$ cat src/rtl/four_way_mux_arbiter_if.sv
// four_way_mux_arbiter_if: request/grant bus between the requesters and the mux arbiter
interface four_way_mux_arbiter_if;
  logic [3:0] req;
  logic [3:0] gnt;
  logic [1:0] op;
  logic       bus_valid;
  logic       switch;
  modport master(output req, input gnt, op, bus_valid, switch);
  modport slave(input req, output gnt, op, bus_valid, switch);
endinterface

$ cat src/rtl/four_way_mux_arbiter.sv
// four_way_mux_arbiter: round-robin owner of a 16-bit four-way mux with bounded hold time
module four_way_mux_arbiter #(
  parameter int MAX_HOLD = 4,
  parameter int CNT_W    = 3
) (
  input  logic                  clk,
  input  logic                  reset,
  four_way_mux_arbiter_if.slave bus
);
  typedef enum logic {IDLE, OWN} state_t;
  localparam logic [CNT_W-1:0] TOP = CNT_W'(MAX_HOLD - 1);
  state_t           state, state_n;
  logic [1:0]       last, last_n, op_n, ptr, win;
  logic [3:0]       gnt_n, mask, others;
  logic [CNT_W-1:0] cnt, cnt_n;
  logic             valid_n, sw_n, found, take;
  assign others = bus.req & ~bus.gnt;
  assign ptr    = state == IDLE ? last : bus.op;
  assign mask   = state == IDLE ? bus.req : others;
  // One search serves every grant path: from last when idle, from the owner (excluded) when owning
  always_comb begin
    found = 1'b0;
    win   = ptr;
    for (int k = 1; k <= 4; k++)
      if (!found && mask[2'(int'(ptr) + k)]) begin
        found = 1'b1;
        win   = 2'(int'(ptr) + k);
      end
  end
  always_comb begin
    state_n = state;
    last_n  = last;
    cnt_n   = cnt;
    gnt_n   = bus.gnt;
    op_n    = bus.op;
    valid_n = bus.bus_valid;
    sw_n    = 1'b0;
    take    = state == IDLE ? found : found && (!bus.req[bus.op] || cnt == TOP);
    if (take) begin
      state_n = OWN;
      gnt_n   = 4'b0001 << win;
      op_n    = win;
      last_n  = win;
      valid_n = 1'b1;
      sw_n    = 1'b1;
      cnt_n   = '0;
    end else if (state == OWN && !bus.req[bus.op]) begin
      state_n = IDLE;
      gnt_n   = 4'b0000;
      valid_n = 1'b0;
    end else if (state == OWN) begin
      cnt_n = cnt == TOP ? cnt : cnt + 1'b1;
    end
  end
  always_ff @(posedge clk or negedge reset)
    if (!reset) begin
      state         <= IDLE;
      last          <= 2'd3;
      cnt           <= '0;
      bus.gnt       <= 4'b0000;
      bus.op        <= 2'd0;
      bus.bus_valid <= 1'b0;
      bus.switch    <= 1'b0;
    end else begin
      state         <= state_n;
      last          <= last_n;
      cnt           <= cnt_n;
      bus.gnt       <= gnt_n;
      bus.op        <= op_n;
      bus.bus_valid <= valid_n;
      bus.switch    <= sw_n;
    end
endmodule

$ cat src/flat_wrapper.sv
// flat-port wrapper written by rule: the top's interface ports become plain ports
module four_way_mux_arbiter_flat 
#(
  parameter int MAX_HOLD = 4,
  parameter int CNT_W    = 3
)
  (clk, reset, bus_req, bus_gnt, bus_op, bus_bus_valid, bus_switch);
  four_way_mux_arbiter_if bus_i ();
  input  logic clk;
  input  logic reset;
  input wire logic [$bits(bus_i.req)-1:0] bus_req;
  output wire logic [$bits(bus_i.gnt)-1:0] bus_gnt;
  output wire logic [$bits(bus_i.op)-1:0] bus_op;
  output wire logic [$bits(bus_i.bus_valid)-1:0] bus_bus_valid;
  output wire logic [$bits(bus_i.switch)-1:0] bus_switch;
  assign bus_i.req = bus_req;
  assign bus_gnt = bus_i.gnt;
  assign bus_op = bus_i.op;
  assign bus_bus_valid = bus_i.bus_valid;
  assign bus_switch = bus_i.switch;
  four_way_mux_arbiter #(.MAX_HOLD(MAX_HOLD), .CNT_W(CNT_W)) u_core (.clk(clk), .reset(reset), .bus(bus_i));
endmodule
$ cat config.mk
export PLATFORM = sky130hd
export DESIGN_NAME = four_way_mux_arbiter_flat
export DESIGN_NICKNAME = d
export VERILOG_FILES = /design/src/rtl/four_way_mux_arbiter_if.sv /design/src/rtl/four_way_mux_arbiter.sv /design/src/flat_wrapper.sv
export SDC_FILE = /design/constraint.sdc
export NUM_CORES = 1
export LEC_CHECK = 0
export ABC_AREA = 1
export CORE_MARGIN = 8
export CORE_UTILIZATION = 29
export DETAILED_ROUTE_END_ITERATION = 10
export PLACE_DENSITY = 0.58
export SLEW_MARGIN = 30
export SYNTH_ARGS = -nofsm -noshare
export SYNTH_HDL_FRONTEND = slang
export SYNTH_SLANG_ARGS = --single-unit
$ cat constraint.sdc
create_clock -name clk -period 1.85 [get_ports clk]
set_clock_uncertainty 0.05 [all_clocks]
set_input_delay 0.37 -clock clk [delete_from_list [all_inputs] [get_ports clk]]
set_output_delay 0.37 -clock clk [all_outputs]
set_load 0.02 [all_outputs]
==> results.toml <==
[floorplanning]
rows = 21
die_w_um = 74.5
top_level_ports = 14
dieArea_mm2 = 0.00554
core_area_mm2 = 0.00331
die_h_um = 74.5
start_util_pct = 29.9

[sta]
slew_headroom_pct = 63.5
rsz0062_at_grt = "true"
hold_viol_final = 0
slew_viol_final = 0
clock.fmax_ghz = 0.542
min_period_over_period_pct = 99.8
period_needed_ns = 1.85
whs_ns = 0.402
tightest_slew_ns = 0.545
setup_viol = 0

[critical_path]
critical_path.max_fanout = 9
rr_startpoint = "u_core.last[0]"
critical_path_required_ns = 1.96
end_kind = "flop"
critPathArrivalTime_ns = 1.96
rr_endpoint = "u_core.bus.gnt[2]"
crit_path_start_kind = "flop"
worstRegToRegCells = 13
reg2reg_slack_ns = 0.004
path_class = "flop to flop"

[logic_synthesis]
syn_inst = 149
yosysWarnings = 0
yosysUniqueCellTypes = 19
syn_nets = 157
yosys_register_bits = 13
syn_avg_cell_area_um2 = 6.65
synthesis.area_um2 = 991
synth_seq_area_share_pct = 33.1

[clock_tree]
cts_made_buffers = 3
cts_sinks = 13
clkSlewWorstSetupHoldPaths_ns = 0.07
root_buffer = "clkbuf_4"
ctsHoldBuffers = 0
cts_max_path_buffers = 2
htreeDepth = 1
clkLatencyLatePin_ns = 0.27
cts_tree = "done"

[drt]
drt-met1-wl_mm = 1.18
antenna_left = 0
wl_met3_um = 106
wire_per_inst_um = 11.5
drc = 0
vias = 1026
vias_per_cell = 4.52
top_layer = "met4"
dr.pass1.iters = 4
wirelength_mm = 2.62
drtIter0Drc = 42
met2_length_mm = 1.28

[cells_and_area]
layout_common_cells = "59 x nand2_1, 20 x nand2_2, 14 x buf_4"
area_delta_synth_final_pct = 44.4
num_antenna_cells = 0
drive_gt1_share_pct = 37.0
fin_util_pct = 43.2
fin_cells = 227
final_area_mm2 = 0.00143
fin_nets = 190
final_common_cell = "nand2_1"

[status]
status = "finished clean"

[grt]
grt_pass1_wl_mm = 4.06
grt-ovfl-total = 0
grt_pass1_vias = 953
grt_max_degree = 14
antenna_found_initial = 0
grt.total_usage_pct = 9.14

[place]
detailed_place_hpwl_mm = 1.96
place_inst = 216
place_congestion = 0.913
place_area_mm2 = 0.00123
io_buffers = 13

[flow_run]
drv_cap = 0

[min_path]
worstHoldPathType = "primary input to async pin"
registers in the layout (all words and copies together), names as in the netlist:
register and cells:
u_core.bus.switch 1, u_core.bus.bus_valid 1, u_core.cnt 3, u_core.bus.gnt 4, u_core.bus.op 2, u_core.last 2
area by class of cell:
type | count | area (um^2)
Fill cell | 363 | 1880
Clock buffer | 4 | 26.3
Sequential cell | 13 | 328
Timing Repair Buffer | 29 | 260
Tap cell | 46 | 57.6
Multi-Input combinational cell | 122 | 711
Inverter | 13 | 48.8
kinds of logic (layout without fill, tap and decap cells):
kind of cell	after synthesis	count (layout)	share of synthesized area, %
buffers and inverters	15	46	7.20
AOI/OAI and AO/OA	6	6	3.16
adders and majority gates	2	2	2.52
and+or+nand+nor	113	114	54.0
DFF	13	13	33.1
worst max path at each step:
stage                          from                end  slack (ns)  cells after the start
6_report             u_core.last[0]  u_core.bus.gnt[2]       0.004                     13
5_1_grt        u_core.bus.bus_valid  u_core.bus.gnt[3]       -0.14                     14
4_1_cts        u_core.bus.bus_valid  u_core.bus.gnt[2]        0.02                     14
3_5_place_dp             bus_req[1]  u_core.bus.gnt[2]       -0.24                     12
3_3_place_gp             bus_req[1]  u_core.bus.gnt[0]       -0.19                     12
2_1_floorplan  u_core.bus.bus_valid   u_core.bus.op[1]        0.06                     15
worst max-delay path, stage by stage (launching register included):
cell	delay, ns
dfstp_2	0.54
inv_1	0.06
nand2_1	0.10
nand2_4	0.10
nand2_1	0.12
nand3_2	0.12
nand2_4	0.11
nand2_4	0.06
nor2_4	0.10
nand2_4	0.10
nand2_8	0.12
nor2_4	0.05
nand2_1	0.06
nand2_1	0.05
synth_stat cells (all sizes together):
cell type / count / share of area, %
a21oi: 2 / 1.0
a31oi: 1 / 0.63
and2: 1 / 0.63
buf: 2 / 2.3
dfrtp: 11 / 28
dfstp: 2 / 5.3
ha: 2 / 2.5
inv: 13 / 4.9
nand2: 90 / 41
nand3: 13 / 6.6
nand4: 3 / 1.9
nor2: 6 / 3.5
o21ai: 3 / 1.5
per-stage QoR:
stage | setup slack [ns] | setup TNS (ns)
floorplan | 0.0585 | 0
CTS | 0.0216 | 0
global route | -0.139 | -0.867
finish | 0.00393 | 0
global placement | -0.186 | -1.49
detailed placement | -0.236 | -1.99
timing repair:
item,CTS,global route
cloned,0,2
setup buffers,0,5
endpoints found under the setup margin,7,11
hold endpoints to repair,0,0
pin swaps,0,12
resized for setup,1,39
metal layers:
metal | track usage (%) | vias up
met3 | 1.89 | 4
met5 | 0 | -
met4 | 3.91 | 0
li1 | - | 530
met2 | 14.6 | 24
met1 | 11.5 | 468
Power is left out: the tool's default activity adds up to more than one toggle a clock period on the data nets, which glitch-free logic cannot reach.
